## src/rtl/vga_fb_arbiter_if.sv

```systemverilog
// Bundle of the frame-buffer arbiter's client-side and RAM-side signals.
// slave is the arbiter's view; master is the view of the surrounding system.
interface vga_fb_arbiter_if #(
    parameter int DATA_W = 8,
    parameter int ADDR_W = 15
);
    logic              frame_start;
    logic              disp_req;
    logic [ADDR_W-1:0] disp_addr;
    logic              disp_valid;
    logic [DATA_W-1:0] disp_data;
    logic              wr_valid;
    logic              wr_ready;
    logic [ADDR_W-1:0] wr_addr;
    logic [DATA_W-1:0] wr_data;
    logic              clear_start;
    logic              clear_busy;
    logic              clear_done;
    logic [ADDR_W-1:0] ram_addr;
    logic              ram_we;
    logic [DATA_W-1:0] ram_wdata;
    logic [DATA_W-1:0] ram_rdata;

    modport slave (
        input  frame_start, disp_req, disp_addr, wr_valid, wr_addr, wr_data,
               clear_start, ram_rdata,
        output disp_valid, disp_data, wr_ready, clear_busy, clear_done,
               ram_addr, ram_we, ram_wdata
    );

    modport master (
        output frame_start, disp_req, disp_addr, wr_valid, wr_addr, wr_data,
               clear_start, ram_rdata,
        input  disp_valid, disp_data, wr_ready, clear_busy, clear_done,
               ram_addr, ram_we, ram_wdata
    );
endinterface

```

## src/rtl/vga_fb_arbiter.sv

```systemverilog
// Single-port frame-buffer arbiter: scan-out reads always win, then the
// frame-synchronised clear sweep, then plotter writes.
module vga_fb_arbiter #(
    parameter int                 DATA_W      = 8,
    parameter int                 DEPTH       = 19200,
    parameter logic [DATA_W-1:0]  CLEAR_VALUE = 8'h00
) (
    input  logic            clock,
    input  logic            reset,
    vga_fb_arbiter_if.slave bus
);
    localparam int                ADDR_W    = $clog2(DEPTH);
    localparam logic [ADDR_W-1:0] LAST_ADDR = ADDR_W'(DEPTH - 1);

    typedef enum logic [1:0] {
        C_IDLE = 2'd0,
        C_PEND = 2'd1,
        C_RUN  = 2'd2
    } clr_state_t;

    clr_state_t        state_r, state_s;
    logic [ADDR_W-1:0] clr_addr_r, clr_addr_s;
    logic              done_r, done_s;
    logic [ADDR_W-1:0] ram_addr_r, ram_addr_s;
    logic              ram_we_r, ram_we_s;
    logic [DATA_W-1:0] ram_wdata_r, ram_wdata_s;
    logic              rd_pend_r;
    logic              disp_valid_r;
    logic              wr_ready_s;

    assign wr_ready_s     = !bus.disp_req && (state_r != C_RUN);
    assign bus.wr_ready   = wr_ready_s;
    assign bus.disp_valid = disp_valid_r;
    assign bus.disp_data  = bus.ram_rdata;
    assign bus.clear_busy = (state_r != C_IDLE);
    assign bus.clear_done = done_r;
    assign bus.ram_addr   = ram_addr_r;
    assign bus.ram_we     = ram_we_r;
    assign bus.ram_wdata  = ram_wdata_r;

    // Clear FSM next state and the single RAM grant for this cycle.
    always_comb begin
        state_s     = state_r;
        clr_addr_s  = clr_addr_r;
        done_s      = 1'b0;
        ram_addr_s  = ram_addr_r;
        ram_we_s    = 1'b0;
        ram_wdata_s = ram_wdata_r;
        case (state_r)
            C_IDLE: begin
                if (bus.clear_start) begin
                    state_s = C_PEND;
                end else begin
                    state_s = C_IDLE;
                end
            end
            C_PEND: begin
                if (bus.frame_start) begin
                    state_s    = C_RUN;
                    clr_addr_s = {ADDR_W{1'b0}};
                end else begin
                    state_s = C_PEND;
                end
            end
            C_RUN: begin
                if (!bus.disp_req) begin
                    ram_we_s    = 1'b1;
                    ram_addr_s  = clr_addr_r;
                    ram_wdata_s = CLEAR_VALUE;
                    if (clr_addr_r == LAST_ADDR) begin
                        state_s    = C_IDLE;
                        clr_addr_s = {ADDR_W{1'b0}};
                        done_s     = 1'b1;
                    end else begin
                        clr_addr_s = clr_addr_r + ADDR_W'(1);
                    end
                end else begin
                    state_s = C_RUN;
                end
            end
            default: begin
                state_s    = C_IDLE;
                clr_addr_s = {ADDR_W{1'b0}};
            end
        endcase
        // Plotter is only reachable when wr_ready is high, so it never collides with the sweep.
        if (bus.disp_req) begin
            ram_addr_s = bus.disp_addr;
            ram_we_s   = 1'b0;
        end else if (wr_ready_s && bus.wr_valid && (bus.wr_addr <= LAST_ADDR)) begin
            ram_we_s    = 1'b1;
            ram_addr_s  = bus.wr_addr;
            ram_wdata_s = bus.wr_data;
        end else begin
            ram_we_s = ram_we_s;
        end
    end

    // State, RAM port and read-return pipeline registers.
    always_ff @(posedge clock) begin
        if (reset) begin
            state_r      <= C_IDLE;
            clr_addr_r   <= {ADDR_W{1'b0}};
            done_r       <= 1'b0;
            ram_addr_r   <= {ADDR_W{1'b0}};
            ram_we_r     <= 1'b0;
            ram_wdata_r  <= {DATA_W{1'b0}};
            rd_pend_r    <= 1'b0;
            disp_valid_r <= 1'b0;
        end else begin
            state_r      <= state_s;
            clr_addr_r   <= clr_addr_s;
            done_r       <= done_s;
            ram_addr_r   <= ram_addr_s;
            ram_we_r     <= ram_we_s;
            ram_wdata_r  <= ram_wdata_s;
            rd_pend_r    <= bus.disp_req;
            disp_valid_r <= rd_pend_r;
        end
    end
endmodule
```

## src/flat_wrapper.sv

```systemverilog
// flat-port wrapper written by rule: the top's interface ports become plain ports
module vga_fb_arbiter_flat 
#(
    parameter int                 DATA_W      = 8,
    parameter int                 DEPTH       = 19200,
    parameter logic [DATA_W-1:0]  CLEAR_VALUE = 8'h00
)
  (clock, reset, bus_frame_start, bus_disp_req, bus_disp_addr, bus_wr_valid, bus_wr_addr, bus_wr_data, bus_clear_start, bus_ram_rdata, bus_disp_valid, bus_disp_data, bus_wr_ready, bus_clear_busy, bus_clear_done, bus_ram_addr, bus_ram_we, bus_ram_wdata);
  vga_fb_arbiter_if #(.DATA_W(DATA_W)) bus_i ();
  input  logic clock;
  input  logic reset;
  input wire logic [$bits(bus_i.frame_start)-1:0] bus_frame_start;
  input wire logic [$bits(bus_i.disp_req)-1:0] bus_disp_req;
  input wire logic [$bits(bus_i.disp_addr)-1:0] bus_disp_addr;
  input wire logic [$bits(bus_i.wr_valid)-1:0] bus_wr_valid;
  input wire logic [$bits(bus_i.wr_addr)-1:0] bus_wr_addr;
  input wire logic [$bits(bus_i.wr_data)-1:0] bus_wr_data;
  input wire logic [$bits(bus_i.clear_start)-1:0] bus_clear_start;
  input wire logic [$bits(bus_i.ram_rdata)-1:0] bus_ram_rdata;
  output wire logic [$bits(bus_i.disp_valid)-1:0] bus_disp_valid;
  output wire logic [$bits(bus_i.disp_data)-1:0] bus_disp_data;
  output wire logic [$bits(bus_i.wr_ready)-1:0] bus_wr_ready;
  output wire logic [$bits(bus_i.clear_busy)-1:0] bus_clear_busy;
  output wire logic [$bits(bus_i.clear_done)-1:0] bus_clear_done;
  output wire logic [$bits(bus_i.ram_addr)-1:0] bus_ram_addr;
  output wire logic [$bits(bus_i.ram_we)-1:0] bus_ram_we;
  output wire logic [$bits(bus_i.ram_wdata)-1:0] bus_ram_wdata;
  assign bus_i.frame_start = bus_frame_start;
  assign bus_i.disp_req = bus_disp_req;
  assign bus_i.disp_addr = bus_disp_addr;
  assign bus_i.wr_valid = bus_wr_valid;
  assign bus_i.wr_addr = bus_wr_addr;
  assign bus_i.wr_data = bus_wr_data;
  assign bus_i.clear_start = bus_clear_start;
  assign bus_i.ram_rdata = bus_ram_rdata;
  assign bus_disp_valid = bus_i.disp_valid;
  assign bus_disp_data = bus_i.disp_data;
  assign bus_wr_ready = bus_i.wr_ready;
  assign bus_clear_busy = bus_i.clear_busy;
  assign bus_clear_done = bus_i.clear_done;
  assign bus_ram_addr = bus_i.ram_addr;
  assign bus_ram_we = bus_i.ram_we;
  assign bus_ram_wdata = bus_i.ram_wdata;
  vga_fb_arbiter #(.DATA_W(DATA_W), .DEPTH(DEPTH), .CLEAR_VALUE(CLEAR_VALUE)) u_core (.clock(clock), .reset(reset), .bus(bus_i));
endmodule
```

## config.mk

```make
export PLATFORM = sky130hd
export DESIGN_NAME = vga_fb_arbiter_flat
export DESIGN_NICKNAME = d
export VERILOG_FILES = /design/src/rtl/vga_fb_arbiter_if.sv /design/src/rtl/vga_fb_arbiter.sv /design/src/flat_wrapper.sv
export SDC_FILE = /design/constraint.sdc
export NUM_CORES = 1
export LEC_CHECK = 0
export ABC_CLOCK_PERIOD_IN_PS = 5800
export CORE_ASPECT_RATIO = 1.25
export CORE_MARGIN = 2
export CORE_UTILIZATION = 30
export DETAILED_ROUTE_END_ITERATION = 10
export PLACE_DENSITY_LB_ADDON = 0.2
export SLEW_MARGIN = 15
export SYNTH_ARGS = -nofsm -noshare
export SYNTH_HDL_FRONTEND = slang
export SYNTH_SLANG_ARGS = --single-unit
export TNS_END_PERCENT = 10
```

## constraint.sdc

```tcl
create_clock -name clock -period 5.8 [get_ports clock]
set_clock_uncertainty 0.15 [all_clocks]
set_input_delay 1.16 -clock clock [delete_from_list [all_inputs] [get_ports clock]]
set_output_delay 1.16 -clock clock [all_outputs]
set_load 0.03 [all_outputs]
```

==> metrics.cfg <==
[status]
status = finished, final reports clean

[clock_network]
htreeDepth = 2
postCtsHoldBufs = 0
cts_setup_buffers = 0
post_cts_resized = 0
cts.clk_slew.worst_paths_ns = 0.09
cts_sinks = 44
cts_tree = built
clk_latency_ns = 0.30
cts-root-buf = clkbuf_8
clock_path_buffers = 2
numCtsBuffers = 5

[setup_path]
cp-end-kind = output pin
cp-start-kind = input port
r2r_start = u_core.clr_addr_r[0]
crit_type = in -> out
reg2reg_depth = 6
required_ns = 4.49
rrSetupSlack_ns = 3.67
cp_max_fo = 36
r2r-end = u_core.clr_addr_r[12]
cp_data_arrival_time_ns = 2.74

[synth]
synth-edff-count = 0
ys_ff_latch = 44
yosys-top-cells-count = 44 x dfxtp_1, 23 x a21oi_1, 22 x o21ai_0
yosysWarnings = 0
syn_inst = 267
ys_types = 42
ys.flop_type = dfxtp_1
seq_area_frac_synth_pct = 39.33
synth.area.top_cells = dfxtp_1 39%, o2bb2ai_1 5.5%, a21oi_1 5.1%
async_reset_ff_share_pct = 0
synth_top_area_share_pct = 39.33
yosys.area.top_type = dfxtp_1
synth_area_per_cell_um2 = 8.388
synth_nets = 320
synthMostInstantiatedCell = dfxtp_1
netlist_area_um2 = 2240

[drt]
vias = 2219
drc = 0
drt_iter0_drc = 91
routed_wirelength_um = 6465
viasPerCell = 5.412
ant_nets = 0
firstDrtPassIters = 5
wl_per_cell_um = 15.77

[sta]
slew_viol_final = 0
period_share_pct = 69.91
final.setup.tns_ns = 0
hold_viol = 0
slew_headroom_pct = 40.00
worstMarginPinSlew_ns = 0.8968
min_period_ns = 4.055
max_freq_ghz = 0.2466
setup_viol = 0
rsz0062_at_grt = no
fin_hold_ws_ns = 0.2966

[power]
power_leakage_uw = 0.0009740
pwr-share-seq_pct = 44.8
power_per_cell_area_nw_per_um2 = 238.6
p_int_uw = 515.0
p_comb_share_pct = 21.0
power_uw = 724.6
clockPowerShare_pct = 34.2
p_sw_share_pct = 28.92
ir_drop_mv = 0.1212
switchingPower_uw = 209.6

[cells_and_area]
layout-drive-gt1-share_pct = 5.975
fillCellCount = 758
area_growth_syn_to_layout_pct = 35.59
diodes = 0
nNetsFinal = 370

[worst_hold_path]
holdCritStartpoint = u_core.rd_pend_r
holdPathStages = 1
worstHoldPathType = reg -> reg
min_to = u_core.bus.disp_valid

[die]
coreArea_um2 = 7313
initial_core_util_pct = 30.62
pin_count = 88
die_w_um = 81.28
die_h_um = 100.6
num_rows = 35
fp.dieArea_um2 = 8177

[place]
portBuffers = 71
dpl.hpwl_um = 4535
gp_congestion = 0.7578

[global_route]
grt_max_degree = 37
grt.total_usage_pct = 15.72
antenna_found_initial = 0
first_global_vias = 2031
grt_remaining_overflow = 0
grt_pass1_wl_um = 10120

[job]
drv_cap = 0

-- cells by family (layout without fill, tap and decap cells) --
logic type               Yosys count  count (layout)  synth area share (%)
AO/OA/AOI/OAI                     96              96                 27.77
AND/OR/NAND/NOR                   92              92                 24.25
flip-flops                        44              44                 39.33
buffers and inverters             34              85                 8.100
adder cells (fa/ha/maj)            1               1                0.5586
-- power by group through the flow --
| stage | Sequential (uW) | Combinational (uW) | Clock (uW) |
|---|---|---|---|
| floorplan | 354 | 69.5 | 0 |
| global placement | 331 | 153 | 0 |
| detailed placement | 332 | 153 | 0 |
| CTS | 325 | 153 | 256 |
| global route | 326 | 165 | 264 |
| finish | 325 | 152 | 248 |
-- worst max-delay path, cell delays in order --
cell and delay (ns):
clkdlybuf4s50_1 0.41, buf_4 0.24, nor2_1 0.21, clkdlybuf4s50_1 0.71
-- cell type report --
type                            count  area [um2]  share of cell area (%)
Tap cell                           92       115.1                   3.791
Multi-Input combinational cell    189        1177                   38.77
Inverter                            2       7.507                  0.2472
Sequential cell                    44       880.8                   29.01
Clock inverter                      3       46.29                   1.525
Timing Repair Buffer               75       740.7                   24.39
Clock buffer                        5       68.82                   2.266
-- cell usage in the layout (no fill, tap or decap), types with 5 or more instances in the layout --
cell and n:
o21ai_0 22, nand3_1 14, nand2_1 18, nor2_1 10, a21oi_1 23, o31ai_1 14
or4_1 15, dfxtp_1 44, or3_1 5, clkbuf_8 5, o21ai_1 5, o2bb2ai_1 14
clkdlybuf4s50_1 71
-- metrics by stage --
stage / area [um2] / std cells / setup slack, ns / utilization, %
2_1_floorplan: 2240 / 267 / 2.684 / -
3_3_place_gp: 2922 / 402 / 1.763 / 39.95
3_5_place_dp: 2922 / 402 / 1.758 / 39.95
4_1_cts: 3037 / 410 / 1.745 / 41.52
5_1_grt: 3037 / 410 / 1.663 / 41.52
6_report: 3037 / 410 / 1.745 / 41.52
-- flip-flops by register name, summed over array words and instances, names as in the netlist --
| name | cells |
|---|---|
| u_core.bus.disp_valid | 1 |
| u_core.clr_addr_r | 15 |
| u_core.bus.ram_wdata | 8 |
| u_core.bus.clear_done | 1 |
| u_core.rd_pend_r | 1 |
| u_core.state_r | 2 |
| u_core.bus.ram_addr | 15 |
| u_core.bus.ram_we | 1 |
-- layer usage --
| metal | up-vias | part of all wire, % | GRT usage (%) |
|---|---|---|---|
| met3 | 7 | 5.9 | 2.957 |
| met4 | 0 | 1.6 | 5.867 |
| li1 | 1104 | - | - |
| met2 | 80 | 45 | 24.65 |
| met5 | - | 0 | 0 |
| met1 | 1028 | 47 | 21.25 |
-- how the worst max path moves through the flow --
stage	startpoint	to	slack, ns	cells past startpoint
2_1_floorplan	bus_disp_req	bus_wr_ready	2.68	2
3_3_place_gp	bus_disp_req	bus_wr_ready	1.76	4
3_5_place_dp	bus_disp_req	bus_wr_ready	1.76	4
4_1_cts	bus_disp_req	bus_wr_ready	1.75	4
5_1_grt	bus_disp_req	bus_wr_ready	1.66	4
6_report	bus_disp_req	bus_wr_ready	1.75	4
No activity file was read; power rests on OpenSTA's default activity.
